$ cat src/rtl/dvsd_adder_pkg.sv
// Shared constants and helpers for the carry-pipelined adder/subtractor.
package dvsd_adder_pkg;

    localparam int DEF_WIDTH = 12;
    localparam int DEF_BLK   = 4;

    // Number of CLA slices, which is also the number of pipeline stages.
    function automatic int calc_nst(input int width, input int blk);
        return width / blk;
    endfunction

    // Index of the least-significant bit handled by slice k.
    function automatic int slice_lo(input int k, input int blk);
        return k * blk;
    endfunction

endpackage

$ cat src/rtl/dvsd_cla_blk.sv
// Combinational BLK-bit carry-lookahead slice. c_msb is the carry into the
// slice MSB, used for the signed-overflow flag on the top slice.
module dvsd_cla_blk
    import dvsd_adder_pkg::*;
#(
    parameter int BLK = DEF_BLK
) (
    input  logic [BLK-1:0] a,
    input  logic [BLK-1:0] b,
    input  logic           ci,
    output logic [BLK-1:0] s,
    output logic           co,
    output logic           c_msb
);

    logic [BLK-1:0] p;
    logic [BLK-1:0] g;
    logic [BLK:0]   c;

    assign p = a ^ b;
    assign g = a & b;

    // Each carry is the flat lookahead sum-of-products of generates and
    // propagates, so no carry depends on a neighbouring carry.
    always_comb begin
        logic term;
        c = '0;
        c[0] = ci;
        for (int i = 0; i < BLK; i++) begin
            term = ci;
            for (int j = 0; j <= i; j++) term = term & p[j];
            c[i+1] = term;
            for (int j = 0; j <= i; j++) begin
                term = g[j];
                for (int m = j + 1; m <= i; m++) term = term & p[m];
                c[i+1] = c[i+1] | term;
            end
        end
    end

    assign s     = p ^ c[BLK-1:0];
    assign co    = c[BLK];
    assign c_msb = c[BLK-1];

endmodule

$ cat src/rtl/dvsd_adder_pipe.sv
// Carry-pipelined adder/subtractor: one BLK-bit CLA slice per stage, carry
// registered between stages, latency NST cycles.
// Optional macro DVSD_ADDER_PIPE_OVF_EN adds the OVF signed-overflow output.
//
// Handshake: a beat enters when in_valid & in_ready on a rising edge; a result
// leaves when out_valid & out_ready & CE on a rising edge. in_ready is the
// global advance CE & (~out_valid | out_ready), so CE=0 freezes both sides and
// a stalled output holds S/Cout/out_valid and blocks every upstream stage.
module dvsd_adder_pipe
    import dvsd_adder_pkg::*;
#(
    parameter int WIDTH = DEF_WIDTH,
    parameter int BLK   = DEF_BLK
) (
    input  logic             clk,
    input  logic             rst,
    input  logic             CE,
    input  logic             in_valid,
    output logic             in_ready,
    input  logic [WIDTH-1:0] A,
    input  logic [WIDTH-1:0] B,
    input  logic             Cin,
    input  logic             sub,
    output logic             out_valid,
    input  logic             out_ready,
    output logic [WIDTH-1:0] S,
    output logic             Cout
`ifdef DVSD_ADDER_PIPE_OVF_EN
    ,
    output logic             OVF
`endif
);

    localparam int NST = calc_nst(WIDTH, BLK);

    logic adv;

    assign adv      = CE & (~out_valid | out_ready);
    assign in_ready = adv;

    genvar k;
    generate
        for (k = 0; k < NST; k++) begin : stg
            localparam int LO = slice_lo(k, BLK);

            // Stage inputs: raw operands for stage 0, previous stage otherwise.
            logic [WIDTH-1:0] a_in;
            logic [WIDTH-1:0] b_in;
            logic [WIDTH-1:0] s_in;
            logic             c_in;
            logic             v_in;

            // Stage registers: skewed operands, partial result, carry, valid.
            logic [WIDTH-1:0] a_q;
            logic [WIDTH-1:0] b_q;
            logic [WIDTH-1:0] s_q;
            logic             c_q;
            logic             v_q;

            logic [BLK-1:0]   sl_s;
            logic             sl_co;
            logic             sl_cm;
            logic [WIDTH-1:0] s_nxt;

            if (k == 0) begin : g_first
                // Subtraction inverts B and forces the carry-in to 1.
                assign a_in = A;
                assign b_in = B ^ {WIDTH{sub}};
                assign c_in = sub | Cin;
                assign s_in = '0;
                assign v_in = in_valid;
            end else begin : g_next
                assign a_in = stg[k-1].a_q;
                assign b_in = stg[k-1].b_q;
                assign c_in = stg[k-1].c_q;
                assign s_in = stg[k-1].s_q;
                assign v_in = stg[k-1].v_q;
            end

            dvsd_cla_blk #(
                .BLK (BLK)
            ) u_cla (
                .a     (a_in[LO +: BLK]),
                .b     (b_in[LO +: BLK]),
                .ci    (c_in),
                .s     (sl_s),
                .co    (sl_co),
                .c_msb (sl_cm)
            );

            // Merge this slice's sum bits into the delay-aligned result word.
            always_comb begin
                s_nxt = s_in;
                s_nxt[LO +: BLK] = sl_s;
            end

            // Stage register: shifts on advance, flushed by reset.
            always_ff @(posedge clk) begin
                if (rst) begin
                    a_q <= '0;
                    b_q <= '0;
                    s_q <= '0;
                    c_q <= 1'b0;
                    v_q <= 1'b0;
                end else if (adv) begin
                    a_q <= a_in;
                    b_q <= b_in;
                    s_q <= s_nxt;
                    c_q <= sl_co;
                    v_q <= v_in;
                end
            end

`ifdef DVSD_ADDER_PIPE_OVF_EN
            logic o_q;

            // Overflow of this slice travels with the result; only the top
            // slice's value reaches the OVF port.
            always_ff @(posedge clk) begin
                if (rst) begin
                    o_q <= 1'b0;
                end else if (adv) begin
                    o_q <= sl_cm ^ sl_co;
                end
            end
`else
            logic unused_cm;
            assign unused_cm = sl_cm;
`endif
            // Operand bits already consumed by earlier slices are dead here.
            logic unused_ops;
            assign unused_ops = ^{a_q, b_q};
        end
    endgenerate

    assign out_valid = stg[NST-1].v_q;
    assign S         = stg[NST-1].s_q;
    assign Cout      = stg[NST-1].c_q;
`ifdef DVSD_ADDER_PIPE_OVF_EN
    assign OVF       = stg[NST-1].o_q;
`endif

endmodule
$ cat config.mk
export PLATFORM = sky130hd
export DESIGN_NAME = dvsd_adder_pipe
export DESIGN_NICKNAME = d
export VERILOG_FILES = /design/src/rtl/dvsd_adder_pkg.sv /design/src/rtl/dvsd_cla_blk.sv /design/src/rtl/dvsd_adder_pipe.sv
export SDC_FILE = /design/constraint.sdc
export NUM_CORES = 1
export LEC_CHECK = 0
export ABC_AREA = 0
export BUFFER_PORTS_ARGS = -buffer_cell sky130_fd_sc_hd__buf_2
export CAP_MARGIN = 20
export CORE_UTILIZATION = 40
export DETAILED_ROUTE_END_ITERATION = 16
export PLACE_DENSITY_LB_ADDON = 0.05
export SYNTH_ARGS = -nofsm -noshare
export SYNTH_HDL_FRONTEND = slang
export SYNTH_SLANG_ARGS = --single-unit
$ cat constraint.sdc
create_clock -name clk -period 2.5 [get_ports clk]
set_clock_uncertainty 0.2 [all_clocks]
set_input_delay 0.125 -clock clk [delete_from_list [all_inputs] [get_ports clk]]
set_output_delay 0.125 -clock clk [all_outputs]
set_load 0.03 [all_outputs]
==> impl_metrics.tcl <==
set metrics [dict create \
    preCtsSetupSlack_ns 0.5280 \
    postSynthAreaPerCell_um2 9.129 \
    worstSetupEndpointType "primary output" \
    use_met2_pct 28.65 \
    drv_slew 0 \
    crit_path_frequent_cell "buf_2" \
    htreeDepth 2 \
    cp_top_family "buffers and inverters" \
    layout_setup_ws_ns 0.4724 \
    p_seq_share_pct 50.4 \
    crit_type "in -> out" \
    gr-usage-met1_pct 26.54 \
    vias_per_cell 5.203 \
    dieArea_mm2 0.007345 \
    die-height_um 85.71 \
    cts_buffers 5 \
    grt_pass1_vias 2201 \
    yosysTopAreaCellShare_pct 38.57 \
    hold_violations 0 \
    crit_end "in_ready" \
    rsz0062_at_grt "false" \
    post_drt_wl_per_cell_um 14.23 \
    worst-path-stages 5 \
    dpl-instance-area_mm2 0.003005 \
    clockBufferDepth 2 \
    fin_crit_ns 2.028 \
    synthArstFlopShare_pct 0 \
    power.internal_uw 1379 \
    tns_ns 0 \
    pwr-share-comb_pct 17.0 \
    io_buffers 45 \
    syn_area_mm2 0.002803 \
    post_cts_buffers 0 \
    numClockSinks 54 \
    final_antenna_net_count 0 \
    cp_slowest_cell "and2b_4" \
    status "finished, final reports clean" \
    hold_buffers 18 \
    cap_viol_max_count 0 \
    synth_compound_area_share_pct 27.01 \
    grt_util_all_layers_pct 18.45 \
    fp.dieW_um 85.71 \
    peakVddDrop_uv 253.4 \
    synthFlopType "dfxtp_1" \
    finalCritPeriodShare_pct 81.10 \
    drt-total-wl_um 6389 \
    synth_top_family_by_area "compound AO/OA/AOI/OAI gates" \
    core_mm2 0.006794 \
    drt-initial-drc-count 148 \
    first_pass_iters 4 \
    hp-class "in -> reg" \
    power_leakage_uw 0.001361 \
    clk_latency_ns 0.31 \
    grt.overflow.total 0 \
    fp-row-count 30 \
    cts_resized 0 \
    reg2reg_depth 5 \
    drcViolationCount 0 \
    synth_simple_gate_area_share_pct 12.37 \
    critPathBufInv 3 \
    drive_gt1_share_pct 20.68 \
    swShare_pct 26.20 \
    area_delta_synth_final_pct 17.68 \
    crit_path_cell_trace "dlygate4sd3_1 > buf_2 > and2b_4 > nor2_8 > buf_2" \
    grt_first_pass_wirelength_um 10800 \
    synth_adder_area_share_pct 8.839 \
    grt_busiest_layer "met2" \
    final_core_utilization_pct 48.55 \
    dp_cells 424 \
    stdcell_count 449 \
    syn-instance-count 307 \
    num_io_pins 46 \
    synth_edf_count 0 \
    crit_fanout 37 \
    cts_root_buf "clkbuf_8" \
    initial_utilization_pct 41.25 \
    setup_viol 0 \
    synth_area_leader_cell "dfxtp_1" \
    layout_commonest_cell "dfxtp_1" \
    cp.arrival_ns 1.70 \
    dp_hpwl_um 3822 \
    clk_pin_slew_ns 0.09 \
    worst_pin_slew_ns 0.7528 \
    start_kind "primary input" \
    crit_required_ns 2.17 \
    antenna_found_initial 0 \
    synth_cell_types 35 \
    fmax_ghz 0.4932 \
    critPathMaxStageDelay_ns 0.54 \
    diodes 0 \
    tritoncts "built" \
    yosysSeqAreaShare_pct 38.57 \
    synth_nets 356 \
    layout_common_cells "54 x dfxtp_1, 47 x a21oi_1, 45 x buf_2, 33 x nand3_1, 32 x o21ai_0" \
    grt_start_max_net_pins 62 \
    hold_path_depth 3 \
    yosys_warnings 0 \
    relSlewSlack_pct 49.81 \
    rr_endpoint "S[11]" \
    p_clk_share_pct 32.5 \
    fin_area_mm2 0.003298 \
    use_met3_pct 3.272 \
    synthMuxAreaShare_pct 0 \
    r2r_start "stg[1].a_q[8]" \
    fin_nets 402 \
    synth_xor_xnor_area_share_pct 4.687 \
    synth_area_leaders "dfxtp_1 39%, a21oi_1 8.4%, ha_1 6.7%, nand3_1 5.9%, o21ai_0 5.7%" \
    crit_start "out_ready" \
    p_per_area_mw_per_mm2 566.4 \
    synth-seq-cells 54 \
    p_switching_uw 489.5 \
    gp_congestion 0.7259 \
    r2r_slack_ns 0.65 \
    via_count 2336 \
]
==> cell usage after synthesis (4+ instances only) <==
library cell  instances
xnor2_1              11
xor2_1                4
a211oi_2              6
nand3_1              33
a21oi_1              47
nor2_1                7
nand4b_1              6
nand2b_1              4
ha_1                 15
clkbuf_2              4
o21ai_1               7
o2111ai_1             6
a211oi_1              5
inv_1                 6
dfxtp_1              54
buf_2                14
or2_2                 4
buf_6                 6
buf_1                 4
o21ai_0              32
==> worst min path at each step <==
stage,start,endpoint
floorplan,A[10],stg[0].a_q[10]
global placement,A[10],stg[0].a_q[10]
detailed placement,in_valid,stg[0].v_q
CTS,A[1],stg[0].s_q[2]
global route,A[1],stg[0].s_q[2]
finish,sub,stg[0].b_q[7]
==> state kept, by name, summed over array words and instances (netlist names) <==
name	flops
Cout	1
S	12
out_valid	1
stg.a_q	12
stg.b_q	12
stg.c_q	2
stg.s_q	12
stg.v_q	2
==> worst min-delay path: stages <==
cell,delay [ns]
buf_2,0.18
xnor2_1,0.14
a211oi_1,0.06
==> layout make-up <==
type / instances / area (um^2)
inverters: 7 / 28.78
fillers: 670 / 3496
multi-input cells: 215 / 1485
clock inverters: 1 / 30.03
repair buffers: 70 / 470.5
well taps: 96 / 120.1
flip-flops and latches: 54 / 1081
clock buffers: 6 / 82.58
==> power by group through the flow <==
stage               Combinational, uW  Clock (uW)  Sequential [uW]
finish                            318         608              942
global route                      356         658              949
CTS                               323         623              943
detailed placement                301           0              962
global placement                  297           0              962
floorplan                         210           0              971
==> cell families after synthesis <==
group	Yosys count
AOI/OAI and AO/OA	122
xor gates and xnor gates	15
adders and majority gates	18
buffers and inverters	38
DFF	54
and+or+nand+nor	60
==> per-stage QoR <==
step / hold slack [ns] / total power [uW]
finish: 0.03899 / 1868
global route: 0.05515 / 1964
CTS: 0.04802 / 1889
detailed placement: 0.1870 / 1263
global placement: 0.1782 / 1259
floorplan: 0.07270 / 1182
==> metal layers <==
| metal | part of all wire, % | routed length (um) | up-vias |
|---|---|---|---|
| met5 | 0 | 0 | - |
| met4 | 0.80 | 51 | 0 |
| met3 | 3.1 | 196 | 6 |
| met2 | 46 | 2932 | 43 |
| met1 | 50 | 3209 | 1084 |
| li1 | - | - | 1203 |
No activity file was read; power rests on OpenSTA's default activity.
